--- src/rtl/alu_issue_pkg.sv ---
// Shared definitions for the ALU issue block: opcodes, default width, FSM encoding.
package alu_issue_pkg;

    localparam int WIDTH_DEF = 10;

    typedef enum logic [1:0] {
        ALU_ADD  = 2'd0,
        ALU_SUB  = 2'd1,
        ALU_NAND = 2'd2,
        ALU_SLT  = 2'd3
    } alu_op_e;

    typedef enum logic [1:0] {
        ST_IDLE = 2'd0,
        ST_EXEC = 2'd1,
        ST_HOLD = 2'd2
    } state_e;

endpackage

--- src/rtl/alu_issue_if.sv ---
// Command/result handshake bundle between a command source/result sink and alu_issue.
interface alu_issue_if #(parameter int WIDTH = alu_issue_pkg::WIDTH_DEF);
    import alu_issue_pkg::*;

    logic             cmd_valid;
    logic             cmd_ready;
    alu_op_e          cmd_op;
    logic [WIDTH-1:0] cmd_a;
    logic [WIDTH-1:0] cmd_b;
    logic             cmd_chain;
    logic             res_valid;
    logic             res_ready;
    logic [WIDTH-1:0] res_data;
    logic             res_zero;
    logic [7:0]       op_count;

    modport master (
        output cmd_valid, cmd_op, cmd_a, cmd_b, cmd_chain, res_ready,
        input  cmd_ready, res_valid, res_data, res_zero, op_count
    );

    modport slave (
        input  cmd_valid, cmd_op, cmd_a, cmd_b, cmd_chain, res_ready,
        output cmd_ready, res_valid, res_data, res_zero, op_count
    );

endinterface

--- src/rtl/alu_issue_alu.sv ---
// Combinational ALU: add, subtract, nand and signed set-less-than, all modulo 2^WIDTH.
module alu
    import alu_issue_pkg::*;
#(
    parameter int WIDTH = WIDTH_DEF
) (
    input  alu_op_e          op,
    input  logic [WIDTH-1:0] a,
    input  logic [WIDTH-1:0] b,
    output logic [WIDTH-1:0] dataout
);

    always_comb begin
        dataout = '0;
        case (op)
            ALU_ADD:  dataout = a + b;
            ALU_SUB:  dataout = a - b;
            ALU_NAND: dataout = ~(a & b);
            ALU_SLT:  dataout = {{(WIDTH-1){1'b0}}, ($signed(a) < $signed(b))};
            default:  dataout = '0;
        endcase
    end

endmodule

--- src/rtl/alu_issue.sv ---
// Single-outstanding ALU issue stage: accept in IDLE, compute in EXEC, present in HOLD.
module alu_issue
    import alu_issue_pkg::*;
#(
    parameter int WIDTH = WIDTH_DEF
) (
    input  logic        clk,
    input  logic        reset,
    alu_issue_if.slave  bus
);

    state_e           state_q, state_d;
    alu_op_e          op_q, op_d;
    logic [WIDTH-1:0] a_q, a_d;
    logic [WIDTH-1:0] b_q, b_d;
    logic [WIDTH-1:0] res_data_q, res_data_d;
    logic             res_zero_q, res_zero_d;
    logic [7:0]       op_count_q, op_count_d;
    logic [WIDTH-1:0] chain_q, chain_d;
    logic [WIDTH-1:0] alu_out;

    alu #(.WIDTH(WIDTH)) u_alu (
        .op      (op_q),
        .a       (a_q),
        .b       (b_q),
        .dataout (alu_out)
    );

    always_comb begin
        state_d    = state_q;
        op_d       = op_q;
        a_d        = a_q;
        b_d        = b_q;
        res_data_d = res_data_q;
        res_zero_d = res_zero_q;
        op_count_d = op_count_q;
        chain_d    = chain_q;
        case (state_q)
            ST_IDLE: begin
                if (bus.cmd_valid) begin
                    op_d    = bus.cmd_op;
                    // Chained commands take A from the last result the sink accepted.
                    a_d     = bus.cmd_chain ? chain_q : bus.cmd_a;
                    b_d     = bus.cmd_b;
                    state_d = ST_EXEC;
                end
            end
            ST_EXEC: begin
                res_data_d = alu_out;
                res_zero_d = (alu_out == '0);
                state_d    = ST_HOLD;
            end
            ST_HOLD: begin
                if (bus.res_ready) begin
                    chain_d    = res_data_q;
                    op_count_d = op_count_q + 8'd1;
                    state_d    = ST_IDLE;
                end
            end
            default: state_d = ST_IDLE;
        endcase
    end

    always_ff @(posedge clk or posedge reset) begin
        if (reset) begin
            state_q    <= ST_IDLE;
            op_q       <= ALU_ADD;
            a_q        <= '0;
            b_q        <= '0;
            res_data_q <= '0;
            res_zero_q <= 1'b1;
            op_count_q <= '0;
            chain_q    <= '0;
        end else begin
            state_q    <= state_d;
            op_q       <= op_d;
            a_q        <= a_d;
            b_q        <= b_d;
            res_data_q <= res_data_d;
            res_zero_q <= res_zero_d;
            op_count_q <= op_count_d;
            chain_q    <= chain_d;
        end
    end

    assign bus.cmd_ready = (state_q == ST_IDLE);
    assign bus.res_valid = (state_q == ST_HOLD);
    assign bus.res_data  = res_data_q;
    assign bus.res_zero  = res_zero_q;
    assign bus.op_count  = op_count_q;

endmodule

--- src/flat_wrapper.sv ---
// flat-port wrapper written by rule: the top's interface ports become plain ports
module alu_issue_flat import alu_issue_pkg::*;
#(
    parameter int WIDTH = WIDTH_DEF
)
  (clk, reset, bus_cmd_valid, bus_cmd_op, bus_cmd_a, bus_cmd_b, bus_cmd_chain, bus_res_ready, bus_cmd_ready, bus_res_valid, bus_res_data, bus_res_zero, bus_op_count);
  alu_issue_if #(.WIDTH(WIDTH)) bus_i ();
  input  logic clk;
  input  logic reset;
  input wire logic [$bits(bus_i.cmd_valid)-1:0] bus_cmd_valid;
  input wire logic [$bits(bus_i.cmd_op)-1:0] bus_cmd_op;
  input wire logic [$bits(bus_i.cmd_a)-1:0] bus_cmd_a;
  input wire logic [$bits(bus_i.cmd_b)-1:0] bus_cmd_b;
  input wire logic [$bits(bus_i.cmd_chain)-1:0] bus_cmd_chain;
  input wire logic [$bits(bus_i.res_ready)-1:0] bus_res_ready;
  output wire logic [$bits(bus_i.cmd_ready)-1:0] bus_cmd_ready;
  output wire logic [$bits(bus_i.res_valid)-1:0] bus_res_valid;
  output wire logic [$bits(bus_i.res_data)-1:0] bus_res_data;
  output wire logic [$bits(bus_i.res_zero)-1:0] bus_res_zero;
  output wire logic [$bits(bus_i.op_count)-1:0] bus_op_count;
  assign bus_i.cmd_valid = bus_cmd_valid;
  assign bus_i.cmd_op = bus_cmd_op;
  assign bus_i.cmd_a = bus_cmd_a;
  assign bus_i.cmd_b = bus_cmd_b;
  assign bus_i.cmd_chain = bus_cmd_chain;
  assign bus_i.res_ready = bus_res_ready;
  assign bus_cmd_ready = bus_i.cmd_ready;
  assign bus_res_valid = bus_i.res_valid;
  assign bus_res_data = bus_i.res_data;
  assign bus_res_zero = bus_i.res_zero;
  assign bus_op_count = bus_i.op_count;
  alu_issue #(.WIDTH(WIDTH)) u_core (.clk(clk), .reset(reset), .bus(bus_i));
endmodule
--- config.mk ---
export PLATFORM = sky130hd
export DESIGN_NAME = alu_issue_flat
export DESIGN_NICKNAME = d
export VERILOG_FILES = /design/src/rtl/alu_issue_pkg.sv /design/src/rtl/alu_issue_if.sv /design/src/rtl/alu_issue_alu.sv /design/src/rtl/alu_issue.sv /design/src/flat_wrapper.sv
export SDC_FILE = /design/constraint.sdc
export NUM_CORES = 1
export LEC_CHECK = 0
export BUFFER_PORTS_ARGS = -buffer_cell sky130_fd_sc_hd__buf_2
export CAP_MARGIN = 20
export CORE_UTILIZATION = 60
export CTS_CLUSTER_SIZE = 14
export DETAILED_ROUTE_END_ITERATION = 10
export PLACE_DENSITY = 0.83
export SYNTH_ARGS = -nofsm -noshare
export SYNTH_HDL_FRONTEND = slang
export SYNTH_HIERARCHICAL = 1
export SYNTH_SLANG_ARGS = --single-unit
export TNS_END_PERCENT = 5
--- constraint.sdc ---
create_clock -name clk -period 5 [get_ports clk]
set_input_delay 1 -clock clk [delete_from_list [all_inputs] [get_ports clk]]
set_output_delay 1 -clock clk [all_outputs]
set_load 0.02 [all_outputs]
==> metrics.csv, run 1 <==
stage,metric,value,unit
drt,first_iter_violations,259,
sta,maxSlewHeadroom,0.4990,
layout,seq_area,1328,µm²
sta,rsz0062_at_grt,false,
synth,async_flop_share,1.000,
layout,final_cell_count_no_fill,437,
synth,syn_inst,324,
layout,area_delta_synth_final,11.31,%
clocking,cts-root-buf,clkbuf_8,
synth,synth_edf_count,0,
drt,vias_per_cell,5.833,
global_routing,grt_pass1_vias,2380,
place,place_inst,428,
synth,yosysMostFrequentCell,dfrtp_1,
clocking,cts_tree,built,
synth,synth_ff_type,dfrtp_1,
critical_path,cp_top_family,compound AO/OA/AOI/OAI gates,
synth,yosysWarnings,6,
critical_path,crit_chain,"inv_1, ha_1, inv_1, fa_1, a211oi_2, o21ai_1, a211oi_1, a31oi_1, xnor2_1, o22ai_1, nor4_1, nand4_1, o21ai_0",
die,dieArea,5645,µm²
drt,finalWirelength,7013,µm
layout,fill_cells,414,
critical_path,worst_setup_path_end_kind,flip-flop,
die,die_h,75.14,µm
critical_path,path_buf_inv,2,
die,initial_core_util,0.6244,
global_routing,grtUsageTotal,0.2737,
drt,drc,0,
die,row_count,26,
synth,synth_commonest_cells,"dfrtp_1 (52), nand2_1 (39), inv_1 (22), mux2_2 (22), nor2_1 (22)",
outcome,outcome,completed,
drt,routedWlPerCell,16.05,µm
critical_path,slowest_delay,420,ps
critical_path,critical_path.most_common_cell,inv_1,
global_routing,grt_antenna_before_repair,0,
synth,syn_nets,374,
clocking,clockBufferDepth,2,
layout,nNetsFinal,416,
clocking,post_cts_resized,0,
drt,drtAntennaViolNets,0,
synth,synthTopCellsByArea,"dfrtp_1 (41%), ha_1 (8.2%), mux2_2 (7.7%)",
sta,hold_viol,0,
global_routing,grt_pass1_wl,11450,µm
sta,clock_skew,8.775,ps
layout,drive_gt1_frac,0.2534,
clocking,cts_hold_buf,0,
clocking,cts_setup_buffers,0,
pwr,peakVddDrop,422.9,µV
hold_path,hold_path_class,reg2reg,
critical_path,start_kind,flip-flop,
pwr,power,2.843,mW
critical_path,cp_max_fo,3,
synth,synth_cell_types,56,
job,drv_cap,0,
layout,final_cell_area,3572,µm²
sta,worst_hold_slack,470.5,ps
synth,synthesis.area,3209,µm²
layout,diodes,0,
drt,dr.pass1.iters,4,
place,gp_congestion,0.9209,
critical_path,critPathRequiredTime,5240,ps
clocking,cts.reportedPaths.clkPinSlew,100,ps
sta,worst_slew_pin_slew,750.7,ps
die,pin_count,48,
clocking,cts.htree.levels,2,
place,hpwl,5153,µm
critical_path,crit_type,reg2reg,
sta,max_freq,369.6,MHz
critical_path,crit_arrival,2950,ps
clocking,insertion_delay,310,ps
global_routing,grt_overflow,0,
sta,setup_viol,0,
synth,yosysSeqAreaShare,0.4136,
layout,multi_input_area,1704,µm²
place,placedInstanceArea,3452,µm²
synth,synthDominantCellAreaShare,0.4055,
synth,synth_area_leader_cell,dfrtp_1,
synth,avgSynthCellArea,9.905,µm²
pwr,leakage,1.727,nW
sta,fin_crit,2706,ps
drt,vias,2549,
critical_path,slowest_stage,fa_1,
clocking,cts_buffers,5,
synth,ys_seq_elements,53,
clocking,cts_sinks,53,
sta,tns,0,ps
sta,finalCritPeriodShare,0.5411,
sta,slew_violations,0,
place,portBuffers,47,
global_routing,grt_max_degree,54,
die,core_area,5140,µm²
die,die_x,75.14,µm
pwr,powerDensity,795.9,nW/µm²
[power by group]
group          leakage (nW)  internal [mW]  switching (mW)  total [mW]
clock                0.0518          0.115           0.148       0.263
sequential            0.644          0.620           0.206       0.826
combinational          1.03          0.758           0.997        1.75
[stage by stage]
step	util	setup WS, ps
final	0.6950	2294
after detailed placement	0.6716	2393
after CTS	0.6911	2369
after global placement	0.6716	2456
after floorplan	-	2663
after global routing	0.6950	2075
[registers in the layout, summed over array words and instances (netlist names)]
name and flops:
u_core/a_q 10, u_core/b_q 10, u_core/bus.op_count 8, u_core/bus.res_data 10, u_core/bus.res_zero 1, u_core/chain_q 10
u_core/op_q 2, u_core/state_q 2
[worst reg2reg max path, cell delays in order, from the launching register on]
cell,delay (ps)
dfrtp_1,410
inv_1,60
ha_1,150
inv_1,50
fa_1,420
a211oi_2,230
o21ai_1,130
a211oi_1,260
a31oi_1,90
xnor2_1,160
o22ai_1,130
nor4_1,290
nand4_1,130
o21ai_0,120
[cell usage in the layout, fill, tap and decap left out, types with 8 or more instances in the layout]
cell type  instances
xnor2_1           10
o21ai_0           11
nor2_1            22
buf_2             47
dfrtp_1           52
nand2_1           39
inv_1             21
mux2_2            22
nor3_1             8
ha_1              21
a21oi_1           18
mux2i_1           12
[logic make-up after synthesis]
| family | count (synthesis) | synth area share |
|---|---|---|
| mux | 34 | 0.1146 |
| flops | 53 | 0.4136 |
| simple gates | 95 | 0.1419 |
| xor+xnor | 14 | 0.03820 |
| buf+inv | 38 | 0.05536 |
| compound gates | 67 | 0.1419 |
| fa+ha+maj | 23 | 0.09435 |
[routing by layer]
layer,track usage,part of all wire
met1,0.3884,0.44
met3,0.04150,0.063
met4,0.1029,0.021
met2,0.4294,0.48
met5,0,0
[final timing paths]
path | startpoint | endpoint | slack (ps) | cells after the start
max | u_core/a_q[0] | u_core/bus.res_zero | 2290 | 13
min in group asynchronous | reset | u_core/bus.res_data[2] | 570 | 2
max reg2reg | u_core/a_q[0] | u_core/bus.res_zero | 2290 | 13
max in group asynchronous | reset | u_core/bus.res_zero | 3900 | 3
min | u_core/bus.op_count[7] | u_core/bus.op_count[7] | 470 | 1
min reg2reg | u_core/bus.op_count[7] | u_core/bus.op_count[7] | 470 | 1
[area by class of cell]
type,instances,area share
multi-input combinational,233,0.4771
sequential,53,0.3716
timing repair buffer,49,0.07356
inverter,24,0.02522
tap,70,0.02452
clock buffer,6,0.02312
clock inverter,2,0.004904
(Power assumes the default switching activity.)
==> inputs of run 2 (changes only) <==
Settings changed: ABC_AREA set to 1, CORE_UTILIZATION 60 to 58, PLACE_DENSITY 0.83 to 0.8.
Clock period 5 ns to 2.55 ns, I/O delays scaled along.
==> run 2 against run 1 <==
  * Sequential share of layout area fell by 2.7 points
  * Global-route usage grew 1.6 points
  * Sequential cell count unchanged
  * Sequential power is 89% higher
  * Critical path depth rose by 5
  * First-iteration DRC count grew 2.7%
  * Synthesized cell count is 49% higher
  * Fmax is 17% higher
  * Critical path type unchanged
  * Critical endpoint unchanged
==> metrics.csv, run 2 <==
stage,metric,value,unit,change
outcome,outcome,completed,,unchanged
pwr,p_int,2.581,mW,was 1.493 mW
die,dieArea,6393,µm²,was 5645 µm²
synth,synthMuxAreaShare,0,,was 0.1146
sta,rsz0062_at_grt,false,,unchanged
critical_path,critical_path.most_common_cell,nand2_1,,was inv_1
critical_path,crit_chain,"ha_2, inv_1, fa_1, inv_1, nand2_1, nand2_1, nand2_1, nand2_1, nand3_1, nand2_1, nand2_1, nand3_1, nand3_1, inv_1, nand3_1, nor3_1, nand2_1, nand2_1",,"was inv_1, ha_1, inv_1, fa_1, a211oi_2, o21ai_1, a211oi_1, a31oi_1, xnor2_1, o22ai_1, nor4_1, nand4_1, o21ai_0"
clocking,cts.htree.levels,2,,unchanged
pwr,clock_power_share,0.086,,was 0.092
drt,drc,0,,unchanged
hold_path,hold_path_class,in2async,,was reg2reg
global_routing,grt_overflow,0,,unchanged
drt,dr.pass1.iters,5,,was 4
clocking,cts-root-buf,clkbuf_8,,unchanged
sta,fin_ws,233.7,ps,was 2294 ps
die,initial_core_util,0.5989,,was 0.6244
synth,synth-adder-area-share,0.08591,,was 0.09435
critical_path,cp_top_family,simple AND/OR/NAND/NOR gates,,was compound AO/OA/AOI/OAI gates
drt,vias,3273,,was 2549
global_routing,grt_max_degree,24,,was 54
die,core_area,5886,µm²,was 5140 µm²
place,placedInstanceArea,3769,µm²,was 3452 µm²
critical_path,crit_type,reg2reg,,unchanged
place,portBuffers,47,,unchanged
synth,synth-simple-area-share,0.3220,,was 0.1419
layout,final_cell_area,3857,µm²,was 3572 µm²
pwr,power.net_switching,2.907,mW,was 1.350 mW
die,pin_count,48,,unchanged
layout,area_delta_synth_final,9.443,%,was 11.31%
die,row_count,28,,was 26
place,hpwl,6701,µm,was 5153 µm
job,drv_cap,0,,unchanged
synth,synthDominantCellAreaShare,0.3692,,was 0.4055
clocking,insertion_delay,310,ps,about the same
pwr,share_comb_of_total_power,0.629,,was 0.617
synth,synthesis.area,3525,µm²,was 3209 µm²
synth,yosysWarnings,6,,unchanged
synth,async_flop_share,1.000,,unchanged
sta,max_freq,431.7,MHz,was 369.6 MHz
clocking,post_cts_resized,0,,unchanged
critical_path,cp_max_fo,5,,was 3
synth,synth_ff_type,dfrtp_1,,unchanged
sta,finalCritPeriodShare,0.9083,,was 0.5411
synth,synthTopCellsByArea,"dfrtp_1 (37%), nand2_1 (17%), ha_1 (7.5%)",,"was dfrtp_1 (41%), ha_1 (8.2%), mux2_2 (7.7%)"
sta,worst_hold_slack,124.6,ps,was 470.5 ps
sta,tns,0,ps,unchanged
synth,synth_xor_area_frac,0.009940,,was 0.03821
die,die_x,79.96,µm,was 75.14 µm
clocking,cts_buffers,5,,unchanged
layout,drive_gt1_frac,0.1673,,was 0.2534
drt,drtAntennaViolNets,0,,unchanged
sta,slew_violations,0,,unchanged
clocking,cts_setup_buffers,0,,unchanged
clocking,cts_hold_buf,0,,unchanged
drt,vias_per_cell,5.446,,was 5.833
sta,worst_slew_pin_slew,582.0,ps,was 750.7 ps
synth,ys_seq_elements,53,,unchanged
synth,syn_inst,483,,was 324
sta,hold_viol,0,,unchanged
pwr,power,5.488,mW,was 2.843 mW
synth,synth_top_family_by_area,simple AND/OR/NAND/NOR gates,,was compound AO/OA/AOI/OAI gates
synth,synth_commonest_cells,"nand2_1 (163), inv_1 (63), dfrtp_1 (52)",,"was dfrtp_1 (52), nand2_1 (39), inv_1 (22), mux2_2 (22), nor2_1 (22)"
drt,routedWlPerCell,14.28,µm,was 16.05 µm
layout,diodes,0,,unchanged
sta,fin_crit,2316,ps,was 2706 ps
synth,synth_compound_area_frac,0.1015,,was 0.1419
pwr,leakage,2.140,nW,was 1.727 nW
sta,setup_viol,0,,unchanged
clocking,cts.reportedPaths.clkPinSlew,100,ps,about the same
layout,fill_cells,542,,was 414
place,gp_congestion,0.9286,,was 0.9209
synth,yosysMostFrequentCell,nand2_1,,was dfrtp_1
clocking,cts_sinks,53,,unchanged
sta,clock_skew,7.299,ps,was 8.775 ps
critical_path,critPathRequiredTime,2810,ps,was 5240 ps
clocking,clockBufferDepth,2,,unchanged
drt,first_iter_violations,266,,was 259
pwr,seqPwrFrac,0.284,,was 0.291
layout,nNetsFinal,575,,was 416
die,die_h,79.96,µm,was 75.14 µm
layout,final_cell_mix,"nand2_1 (163), inv_1 (62), dfrtp_1 (52), buf_2 (47), nand3_1 (46)",,"was dfrtp_1 (52), buf_2 (47), nand2_1 (39), nor2_1 (22), mux2_2 (22)"
global_routing,grt_pass1_vias,2926,,was 2380
synth,syn_nets,533,,was 374
global_routing,grtUsageTotal,0.2898,,was 0.2737
synth,yosysSeqAreaShare,0.3766,,was 0.4136
layout,final_common_cell,nand2_1,,was dfrtp_1
critical_path,slowest_stage,dfrtp_1,,was fa_1
critical_path,crit_arrival,2570,ps,was 2950 ps
critical_path,worst_setup_path_end_kind,flip-flop,,unchanged
pwr,powerDensity,1423,nW/µm²,was 795.9 nW/µm²
critical_path,start_kind,flip-flop,,unchanged
clocking,cts_tree,built,,unchanged
pwr,peakVddDrop,656.6,µV,was 422.9 µV
critical_path,path_buf_inv,3,,was 2
synth,synth_area_leader_cell,dfrtp_1,,unchanged
synth,synth_cell_types,34,,was 56
synth,avgSynthCellArea,7.297,µm²,was 9.905 µm²
synth,synth_edf_count,0,,unchanged
global_routing,grt_pass1_wl,13960,µm,was 11450 µm
critical_path,slowest_delay,400,ps,was 420 ps
drt,finalWirelength,8582,µm,was 7013 µm
global_routing,grt_antenna_before_repair,0,,unchanged
pwr,p_sw_frac,0.5297,,was 0.4748
sta,maxSlewHeadroom,0.6110,,was 0.4990
place,detailedPlace.worstSlack,240.2,ps,was 2393 ps
==> run 2: cell types whose count changed after synthesis, moves of 7 or more <==
cell,change
inv_1,+41
mux2_2,-22
o31ai_2,+8
mux2i_1,-12
xnor2_1,-8
nand2_1,+124
a21oi_1,-7
nand3_1,+45
nor2_1,+16
nor3_1,-7
==> run 2: area by class of cell <==
| class | count | area (µm²) | share of cell area |
|---|---|---|---|
| flip-flops and latches | 53 | 1328 | 0.3441 |
| multi-input cells | 347 | 1833 | 0.4752 |
| well taps | 75 | 93.84 | 0.02433 |
| repair buffers | 51 | 265.3 | 0.06876 |
| inverters | 67 | 251.5 | 0.06520 |
| clock inverters | 2 | 13.76 | 0.003568 |
| clock buffers | 6 | 72.57 | 0.01881 |
==> run 2: path summary, 6_finish.rpt <==
kind	from	cells past startpoint	to	slack, ps
hold reg to reg	u_core/bus.res_zero	2	u_core/bus.res_zero	490
max in group asynchronous	reset	3	u_core/bus.res_zero	1830
hold / removal	reset	2	u_core/a_q[1]	120
setup / recovery	u_core/b_q[0]	18	u_core/bus.res_zero	230
min in group clk	bus_cmd_b[2]	3	u_core/b_q[2]	390
setup reg to reg	u_core/b_q[0]	18	u_core/bus.res_zero	230
==> run 2: worst register-to-register path: cells and delay by family (launching register included) <==
family | cells | cell delay, ps
simple gates | 13 | 1000
fa+ha+maj | 2 | 650
flops | 1 | 400
buf+inv | 3 | 250
==> run 2: metal layers <==
layer  part of all wire  wire, µm  vias to the layer above  track usage
met2               0.45      3868                      112       0.4342
met4              0.036       313                        0       0.1161
met5                  0         0                        -            0
li1                   -         -                     1608            -
met1               0.45      3900                     1529       0.4113
met3              0.058       500                       24      0.05486
==> run 2: cells by family after synthesis <==
family                   after synthesis
XOR/XNOR                               4
adder cells (fa/ha/maj)               23
flip-flops                            53
buffers and inverters                 83
AND/OR/NAND/NOR                      269
AO/OA/AOI/OAI                         51
==> run 2: through the flow <==
step           utilization  instances
2_1_floorplan            -        483
3_3_place_gp        0.6403        593
3_5_place_dp        0.6403        593
4_1_cts             0.6550        601
5_1_grt             0.6554        601
6_report            0.6554        601
==> run 2: power groups by stage <==
stage	Sequential [mW]	Clock, mW	Combinational (mW)
finish	1.56	0.475	3.45
global route	1.60	0.517	3.89
CTS	1.55	0.484	3.41
detailed placement	1.56	0	3.39
global placement	1.55	0	3.30
floorplan	1.58	0	2.61
